**src/rtl/power_of_eight_arbiter.sv**
```systemverilog
`default_nettype none
// ============================================================================
// Module  : power_of_eight_arbiter
// Purpose : Shares one power-of-eight unit (8^x) among NUM_REQ requesters.
//           Round-robin grant, registered issue, in-order tag FIFO that
//           routes each returning result to the requester that issued it.
// Config  : define PWR_ARB_PRIORITY_EN to give requester 0 fixed priority
//           (round-robin then applies only among requesters 1..NUM_REQ-1).
// Revision: 1.0  initial release
// ============================================================================
module power_of_eight_arbiter #(
  parameter int NUM_REQ         = 4,
  parameter int ID_W            = 2,
  parameter int MAX_OUTSTANDING = 8
) (
  input  logic                   i_clock,
  input  logic                   i_reset,
  input  logic [NUM_REQ-1:0]     i_req_status,
  input  logic [4*NUM_REQ-1:0]   i_req_value,
  output logic [NUM_REQ-1:0]     o_req_ready,
  output logic                   o_unit_status,
  output logic [3:0]             o_unit_value,
  input  logic                   i_unit_status,
  input  logic [60:0]            i_unit_value,
  output logic [NUM_REQ-1:0]     o_rsp_status,
  output logic [60:0]            o_rsp_value,
  output logic [ID_W-1:0]        o_rsp_id,
  output logic                   o_err_unexpected
);

  localparam int c_PTR_W = $clog2(MAX_OUTSTANDING);
  localparam int c_CNT_W = c_PTR_W + 1;

  logic [ID_W-1:0]    r_rr_ptr;
  logic [c_CNT_W-1:0] r_count;
  logic [c_PTR_W-1:0] r_wr_ptr;
  logic [c_PTR_W-1:0] r_rd_ptr;
  logic [ID_W-1:0]    r_fifo_mem [MAX_OUTSTANDING];
  logic               r_unit_status;
  logic [3:0]         r_unit_value;
  logic [NUM_REQ-1:0] r_rsp_status;
  logic [60:0]        r_rsp_value;
  logic [ID_W-1:0]    r_rsp_id;
  logic               r_err;

  logic               w_full;
  logic               w_push;
  logic               w_pop;
  logic               w_orphan;
  logic [NUM_REQ-1:0] w_mask_hi;
  logic [NUM_REQ-1:0] w_masked;
  logic [NUM_REQ-1:0] w_pick;
  logic [NUM_REQ-1:0] w_rr_grant;
  logic [NUM_REQ-1:0] w_grant;
  logic               w_ptr_upd;
  logic [ID_W-1:0]    w_grant_id;
  logic [3:0]         w_sel_value;
  logic [ID_W-1:0]    w_ptr_next;
  logic [ID_W-1:0]    w_head_id;

  // A pop in the same cycle does not free a slot: fullness uses registered count only.
  assign w_full    = (r_count == c_CNT_W'(MAX_OUTSTANDING));

  // Round-robin: prefer requesters at or above the pointer, else wrap to the lowest one.
  assign w_mask_hi  = ~((NUM_REQ'(1) << r_rr_ptr) - NUM_REQ'(1));
  assign w_masked   = i_req_status & w_mask_hi;
  assign w_pick     = (|w_masked) ? w_masked : i_req_status;
  assign w_rr_grant = w_pick & (~w_pick + NUM_REQ'(1));

  // Final grant, gated by FIFO space; priority build lets requester 0 pre-empt without moving the pointer.
  always_comb begin
    w_grant   = '0;
    w_ptr_upd = 1'b0;
    if (!w_full) begin
`ifdef PWR_ARB_PRIORITY_EN
      if (i_req_status[0]) begin
        w_grant = NUM_REQ'(1);
      end else begin
        w_grant   = w_rr_grant;
        w_ptr_upd = |w_rr_grant;
      end
`else
      w_grant   = w_rr_grant;
      w_ptr_upd = |w_rr_grant;
`endif
    end
  end

  // Encode the one-hot grant into an id and select that requester's exponent.
  always_comb begin
    w_grant_id  = '0;
    w_sel_value = '0;
    for (int k = 0; k < NUM_REQ; k++) begin
      if (((w_grant >> k) & NUM_REQ'(1)) != '0) begin
        w_grant_id  = ID_W'(k);
        w_sel_value = 4'(i_req_value >> (4 * k));
      end
    end
  end

  assign w_ptr_next  = (w_grant_id == ID_W'(NUM_REQ - 1)) ? '0 : w_grant_id + ID_W'(1);
  assign w_push      = |w_grant;
  assign w_pop       = i_unit_status && (r_count != '0);
  assign w_orphan    = i_unit_status && (r_count == '0);
  assign w_head_id   = r_fifo_mem[r_rd_ptr];
  assign o_req_ready = w_grant;

  // Round-robin pointer advances past the granted requester.
  always_ff @(posedge i_clock) begin
    if (i_reset)        r_rr_ptr <= '0;
    else if (w_ptr_upd) r_rr_ptr <= w_ptr_next;
  end

  // Tag FIFO storage; contents are don't-care while count is zero.
  always_ff @(posedge i_clock) begin
    if (w_push) r_fifo_mem[r_wr_ptr] <= w_grant_id;
  end

  // Tag FIFO pointers and occupancy.
  always_ff @(posedge i_clock) begin
    if (i_reset) begin
      r_wr_ptr <= '0;
      r_rd_ptr <= '0;
      r_count  <= '0;
    end else begin
      if (w_push) r_wr_ptr <= r_wr_ptr + c_PTR_W'(1);
      if (w_pop)  r_rd_ptr <= r_rd_ptr + c_PTR_W'(1);
      case ({w_push, w_pop})
        2'b10:   r_count <= r_count + c_CNT_W'(1);
        2'b01:   r_count <= r_count - c_CNT_W'(1);
        default: r_count <= r_count;
      endcase
    end
  end

  // Issue register towards the shared unit; value holds between issues.
  always_ff @(posedge i_clock) begin
    if (i_reset) begin
      r_unit_status <= 1'b0;
      r_unit_value  <= '0;
    end else begin
      r_unit_status <= w_push;
      if (w_push) r_unit_value <= w_sel_value;
    end
  end

  // Response register: route each result to the id at the FIFO head.
  always_ff @(posedge i_clock) begin
    if (i_reset) begin
      r_rsp_status <= '0;
      r_rsp_value  <= '0;
      r_rsp_id     <= '0;
    end else if (w_pop) begin
      r_rsp_status <= NUM_REQ'(1) << w_head_id;
      r_rsp_value  <= i_unit_value;
      r_rsp_id     <= w_head_id;
    end else begin
      r_rsp_status <= '0;
    end
  end

  // Sticky flag for a result that arrives with nothing outstanding.
  always_ff @(posedge i_clock) begin
    if (i_reset)       r_err <= 1'b0;
    else if (w_orphan) r_err <= 1'b1;
  end

  assign o_unit_status    = r_unit_status;
  assign o_unit_value     = r_unit_value;
  assign o_rsp_status     = r_rsp_status;
  assign o_rsp_value      = r_rsp_value;
  assign o_rsp_id         = r_rsp_id;
  assign o_err_unexpected = r_err;

endmodule
`default_nettype wire

```
**config.mk**
```make
export PLATFORM = sky130hd
export DESIGN_NAME = power_of_eight_arbiter
export DESIGN_NICKNAME = d
export VERILOG_FILES = /design/src/rtl/power_of_eight_arbiter.sv
export SDC_FILE = /design/constraint.sdc
export NUM_CORES = 1
export LEC_CHECK = 0
export CELL_PAD_IN_SITES_DETAIL_PLACEMENT = 1
export CELL_PAD_IN_SITES_GLOBAL_PLACEMENT = 2
export CORE_ASPECT_RATIO = 1.5
export CORE_UTILIZATION = 24
export DETAILED_ROUTE_END_ITERATION = 8
export PLACE_DENSITY = 0.78
export SETUP_SLACK_MARGIN = 0.2
export SYNTH_ARGS = -nofsm -noshare
export SYNTH_HDL_FRONTEND = slang
export SYNTH_SLANG_ARGS = --single-unit
```
**constraint.sdc**
```tcl
create_clock -name i_clock -period 3.75 [get_ports i_clock]
set_clock_uncertainty 0.2 [all_clocks]
set_input_delay 0.5625 -clock i_clock [delete_from_list [all_inputs] [get_ports i_clock]]
set_output_delay 0.5625 -clock i_clock [all_outputs]
set_load 0.005 [all_outputs]
```
**Word-level counts from Yosys, hierarchy flattened**

Memories as Yosys holds them, arrays and structs flattened. A register that Yosys moved wholly into a read port is not among the register bits.
Cells that the tools add are included.

- Multiplexer cells: 16
- Shift operators: 2
- $add $sub $neg: 7
- Bitwise logic cells: 5
- Equality and inequality tests: 4
- Reductions and logical operators: 9

Operator list:

| kind | number |
|---|---|
| $mux 4 | 6 |
| $reduce_or 4->1 | 3 |
| $add 4x1->4 const B | 2 |
| $and 4x4->4 | 2 |
| $not 4->4 | 2 |
| $pmux 4 s2 | 1 |
| $shl 1x2->4 const A | 2 |
| $add 3x1->3 const B | 2 |
| $mux 2 | 3 |
| $mux 3 | 2 |
| $eq 2x2->1 const B | 2 |
| $eq 4x4->1 const B | 1 |
| $logic_not 4->1 | 1 |
| $mux 1 | 4 |
| $reduce_bool 4->1 | 1 |
| $sub 4x1->4 const B | 1 |
| $sub 4x2->4 const B | 1 |
| $add 2x1->2 const B | 1 |
| $eq 2x1->1 const B | 1 |
| $logic_and 1x1->1 | 2 |
| $reduce_bool 2->1 | 1 |
| $reduce_or 2->1 | 1 |
| $not 1->1 | 1 |

- Output and inout port bits: 77
- Flip-flop bits (word level): 85
- Bits in writable memories: 16
- Input bits: 84
- Memories kept: 1

Memory list:

| memory | words | bits a word | rd ports | clocked after memory_dff | write ports | RTL line | RTL |
|---|---|---|---|---|---|---|---|
| r_fifo_mem | 8 | 2 | 1 | 1 | 1 | 38 | `logic [ID_W-1:0] r_fifo_mem [MAX_OUTSTANDING];` |

**Logic depth before layout (Yosys ltp)**

Gate-level depths: netlist of the first run.

- Word-level depth: 15
- Mapped depth: 13
- Mapped depth without buffers: 10

**Least setup slack after synthesis of the first run**

Ideal clock, no wire load.

- Path kind: flip-flop to flip-flop
- Start: register r_count[1]
- End: register r_count[2]
- Library setup time: 0.070 ns
- Arrival: 2.489 ns
- Period minus slack after synthesis: 2.760 ns
- Slack: 0.990 ns
- Stages on the path, launching flop included: 14
- Cell sequence: dfxtp_1 -> buf_6 -> or4b_4 -> buf_6 -> o21a_4 -> inv_4 -> buf_12 -> ha_1 -> xor2_1 -> ha_1 -> a21oi_1 -> xor2_1 -> or3_1 -> a21oi_1

- Word-level cells in the longest chain between the ends: 5
- Elaborated cells on any way between the ends: 11
- Classes of those cells: add/sub (2); eq/ne (3); mux (2); reduce/logical (4)

Ends and longest elaborated chain:

| what | RTL line | RTL |
|---|---|---|
| start: declaration | 35 | `logic [c_CNT_W-1:0] r_count;` |
| start signal: assignment | 129 | `2'b10: r_count <= r_count + c_CNT_W'(1);` |
| start signal: assignment | 130 | `2'b01: r_count <= r_count - c_CNT_W'(1);` |
| start signal: assignment | 131 | `default: r_count <= r_count;` |
| $eq 4x4->1 | 62 | `assign w_full = (r_count == c_CNT_W'(MAX_OUTSTANDING));` |
| $mux 4 | 74 | `if (!w_full) begin` |
| $reduce_or 4->1 | 102 | `assign w_push = \|w_grant;` |
| $eq 2x1->1 / $eq 2x2->1 (equally long branches) | 128 | `case ({w_push, w_pop})` |
| $pmux 4 s2 / $reduce_bool 2->1 (equally long branches) | - |  |

Parallel ways exist; a longest one is shown, timed or not.
A chain may end at the register's enable or synchronous reset.

**Worst setup path after layout of the first run**

- Start: input port i_req_status[2]
- End: output port o_req_ready[1]

- Word-level cells in the longest chain between the ends: 7

Ends and longest elaborated chain:

| what | RTL line | RTL |
|---|---|---|
| start: declaration | 18 | `input logic [NUM_REQ-1:0] i_req_status,` |
| $and 4x4->4 * | 66 | `assign w_masked = i_req_status & w_mask_hi;` |
| $reduce_or 4->1 * | 67 | `assign w_pick = (\|w_masked) ? w_masked : i_req_status;` |
| $mux 4 * | 67 |  |
| $not 4->4 | 68 | `assign w_rr_grant = w_pick & (~w_pick + NUM_REQ'(1));` |
| $add 4x1->4 | 68 |  |
| $and 4x4->4 * | 68 |  |
| $mux 4 * | 74 |  |
| end: declaration | 20 | `output logic [NUM_REQ-1:0] o_req_ready,` |

Every way passes the cells marked *; elsewhere a longest branch is shown, timed or not.

==> results of run 1 <==
==> area by class of cell <==
class | count | area [sq um] | share of cell area, %
multi-input cells | 317 | 1685 | 27.50
repair buffers | 166 | 1642 | 26.79
flip-flops and latches | 104 | 2242 | 36.59
inverters | 2 | 10.01 | 0.1633
clock inverters | 3 | 23.77 | 0.3879
well taps | 206 | 257.7 | 4.206
clock buffers | 12 | 267.8 | 4.369
==> tightest hold or removal path, delay by kind of cell, from the launching register on <==
family | cells | cell delay (ns)
flops | 1 | 0.31
simple gates | 1 | 0.05
compound gates | 1 | 0.05
==> timing repair <==
item / in CTS / in global routing
resized for setup: 0 / 1
setup endpoints to repair: 0 / 2
buffers inserted: 0 / 0
==> worst paths after layout <==
check | start | endpoint | slack, ns | cells past startpoint
max | i_req_status[2] | o_req_ready[1] | 0.46 | 7
min | o_rsp_value[49] | o_rsp_value[49] | 0.25 | 2
max reg2reg | r_count[1] | r_count[2] | 0.79 | 10
min reg2reg | o_rsp_value[49] | o_rsp_value[49] | 0.25 | 2
==> cells in the final DEF (no fill, tap or decap), types with 2 or more instances in the layout <==
master and count:
clkdlybuf4s50_1 159, nand2_1 137, dfxtp_1 88, a21oi_1 69, nor2_1 29, edfxtp_1 16
clkbuf_16 10, nor3_1 7, nor2b_1 6, o21ai_0 6, buf_4 6, xor2_1 5
ha_1 5, mux4_2 4, o221ai_1 4, a31oi_1 4, nand2b_1 3, or3_1 3
xnor2_1 3, nand2_2 3, a21boi_1 3, a221oi_2 3, nor4_1 2, nor4b_1 2
a211oi_1 2, mux2_2 2, clkinvlp_4 2
==> power by group through the flow <==
stage                     combinational (W)  clock (W)  sequential, W
after floorplan                    0.000589          0        0.00149
after global placement              0.00115          0        0.00149
after detailed placement            0.00118          0        0.00151
after CTS                           0.00119   0.000967        0.00149
after global routing                0.00128    0.00100        0.00152
final                               0.00115   0.000924        0.00148
==> logic make-up (layout without fill, tap and decap cells) <==
kind of cell | Yosys count | after routing | synth area share (%)
xor+xnor | 8 | 8 | 1.724
simple gates | 197 | 197 | 20.29
flops | 104 | 104 | 55.17
buf+inv | 30 | 183 | 3.602
compound gates | 100 | 100 | 14.65
fa+ha+maj | 5 | 5 | 1.539
mux | 7 | 7 | 3.017
==> flip-flops by register name, summed over array words and instances, names as in the netlist, named ones only <==
signal	flops
r_rr_ptr	2
r_wr_ptr	3
o_rsp_id	2
r_count	4
r_fifo_mem	16
o_rsp_status	4
o_unit_status	1
o_rsp_value	61
o_unit_value	4
r_rd_ptr	3
o_err_unexpected	1
==> per-stage QoR <==
step	hold slack, ns	power, W	setup WS, ns	cell area (sq um)	std cells
6_report	0.2547	0.003556	0.4582	6128	810
5_1_grt	0.2760	0.003802	0.2977	6128	810
4_1_cts	0.2606	0.003640	0.3834	6121	810
3_5_place_dp	0.2489	0.002685	0.2702	5829	795
3_3_place_gp	0.2421	0.002639	0.3949	5829	795
2_1_floorplan	0.2527	0.002077	0.9904	4064	451
==> routing by layer <==
layer  wire length [um]  global-route usage, %  part of all wire, %
met5                  0                      0                    0
met4                299                  6.600                  2.3
met3                843                  4.358                  6.5
met2               6742                  27.42                   52
met1               5018                  15.96                   39
==> Implementation_results.wiki, run 1 <==
{| class="wikitable"
! Metric !! Value
|-
| Post-synth top flop || dfxtp_1
|-
| Largest stage delay on the critical path || between 0.5 and 0.6 ns
|-
| Final Util || 37.36%
|-
| Post-synthesis instance area || 0.004064 sq mm
|-
| Detailed-route wire length per cell || between 15 and 20 um
|-
| Type of destination of the critical path || output pin
|-
| RD Place Congestion || 0.8261
|-
| Number of slew-limit violations in the final report || 0
|-
| Number of nets at the end of the flow || between 600 and 700
|-
| Number of buffer and inverter stages on the critical path || 2
|-
| Share of the yosys chip area belonging to registers || approximately 55%
|-
| Average instance area after synthesis || approximately 9 sq um
|-
| Switching power summed over all nets || ~0.0011 W
|-
| Die extent in x || roughly 110 um
|-
| Crit path DAT || approximately 2.5 ns
|-
| Hold Violations, Final || 0
|-
| Number of levels in the clock H-tree || 3
|-
| Synthesized netlist cell count || ~450
|-
| Crit path required time || between 2 and 3 ns
|-
| Floorplan die height || between 150 and 200 um
|-
| Post-detailed-route via-to-cell ratio || 4.598
|-
| Clk pwr share || between 20% and 30%
|-
| Total core area || about 0.016 sq mm
|-
| Vias after detailed routing || 3724
|-
| Worst slew margin relative to its limit || between 30% and 40%
|-
| Setup TNS || 0 ns
|-
| Cell with the most instances after synthesis || nand2_1
|-
| Actual slew at the worst max-slew pin || ~1 ns
|-
| Max_cap viols || 0
|-
| Sequential share of power || between 40% and 50%
|-
| EDFF count, synth || 16
|-
| Detailed Routing Iterations Pass 1 || 4
|-
| Cell type contributing the most total cell area after synthesis || dfxtp_1
|-
| Die Footprint || roughly 0.017 sq mm
|-
| First-pass GRT wire length || a little over 20 mm
|-
| Total of endpoints with negative setup slack in the final report || 0
|-
| Initial antenna violation count || 0
|-
| Global routing usage summed across all routing layers || approximately 15%
|-
| Count of different cell masters after synthesis || 43
|-
| DP HPWL || ~9.3 mm
|-
| Post-Syn Nets || 540
|-
| Internal || about 0.0024 W
|-
| Type of the most critical hold path || register to register
|-
| Crit Path Category || input pin to output pin
|-
| Clock latency on the worst-skew pair || roughly 0.34 ns
|-
| Maximum clock frequency || between 300 and 400 MHz
|-
| Antenna-violating nets left || 0
|-
| Sw Share || 31.78%
|-
| Outcome || completed
|-
| Biggest area contributors in the synthesized netlist || dfxtp_1, nand2_1, edfxtp_1
|-
| Number of buffers between clock root and the deepest sink || 2
|-
| Most numerous cell types in the synthesized netlist || nand2_1, dfxtp_1, a21oi_1, nor2_1, clkbuf_1
|-
| Static leakage power || around 2.2 nW
|-
| Top-Level Pins || approximately 160
|-
| Final period util || 87.78%
|-
| CP max FO || 5
|-
| Cts hold-fix bufs || 0
|-
| Fill cells || about 1900
|-
| Critical-path cell with the highest stage delay || clkdlybuf4s50_1
|-
| Clk pin slew, worst setup/hold paths || around 0.07 ns
|-
| Number of global-route vias before repair || 3926
|-
| Antenna diode count || 0
|-
| Total clock buffers created by CTS || 9
|-
| Flops & latches, synth || about 100
|-
| Worst vdd ir || 260.3 uV
|-
| Fraction of synthesis flops using an asynchronous set or reset pin || 0%
|-
| Clock tree from TritonCTS || done
|-
| Number of clock sinks seen by CTS || between 100 and 150
|-
| Fraction of power consumed by combinational cells || between 30% and 40%
|-
| Total wire length || 12.90 mm
|-
| Synth-to-Final Area Change || 50.80%
|-
| Critical Path Source Type || input pin
|-
| Synthesis Warnings || 0
|-
| Initial cell density of the core || between 20% and 30%
|-
| Port bufs || 160
|-
| Cell breakdown of the critical path || clkdlybuf4s50_1 > nor2b_1 > nor2b_1 > o311ai_2 > nand2_1 > nor2_1 > clkdlybuf4s50_1
|-
| 1st-iter DRT viols || 143
|-
| Total overflow reported by the global router || 0
|-
| Final routed DRC violation total || 0
|-
| Time the final worst path needs with I/O delays and setup || ~3.3 ns
|-
| Cell family with most CP delay || buffers and inverters
|-
| Power density relative to cell area || slightly below 600 mW/mm^2
|-
| Root buf cell || clkbuf_16
|-
| Portion of synthesized cell area occupied by the leading cell type || between 40 and 50%
|-
| Core Rows || 57
|-
| Proportion of layout cells with a drive suffix above 1 || 6.623%
|-
| RSZ-0062 raised after global routing || no
|-
| Maximum number of pins on one net before global-route repair || 67
|}
No activity file was read; power rests on OpenSTA's default activity.
==> inputs of run 2 (changes only) <==
--- a/config.mk
+++ b/config.mk
@@ -9,6 +9,7 @@
 export CELL_PAD_IN_SITES_GLOBAL_PLACEMENT = 2
 export CORE_ASPECT_RATIO = 1.5
 export CORE_UTILIZATION = 24
+export CTS_CLUSTER_SIZE = 25
 export DETAILED_ROUTE_END_ITERATION = 8
 export PLACE_DENSITY = 0.78
 export SETUP_SLACK_MARGIN = 0.2
==> results of run 2 <==
Final layout, timing and power as in run 1 (identical DEF).
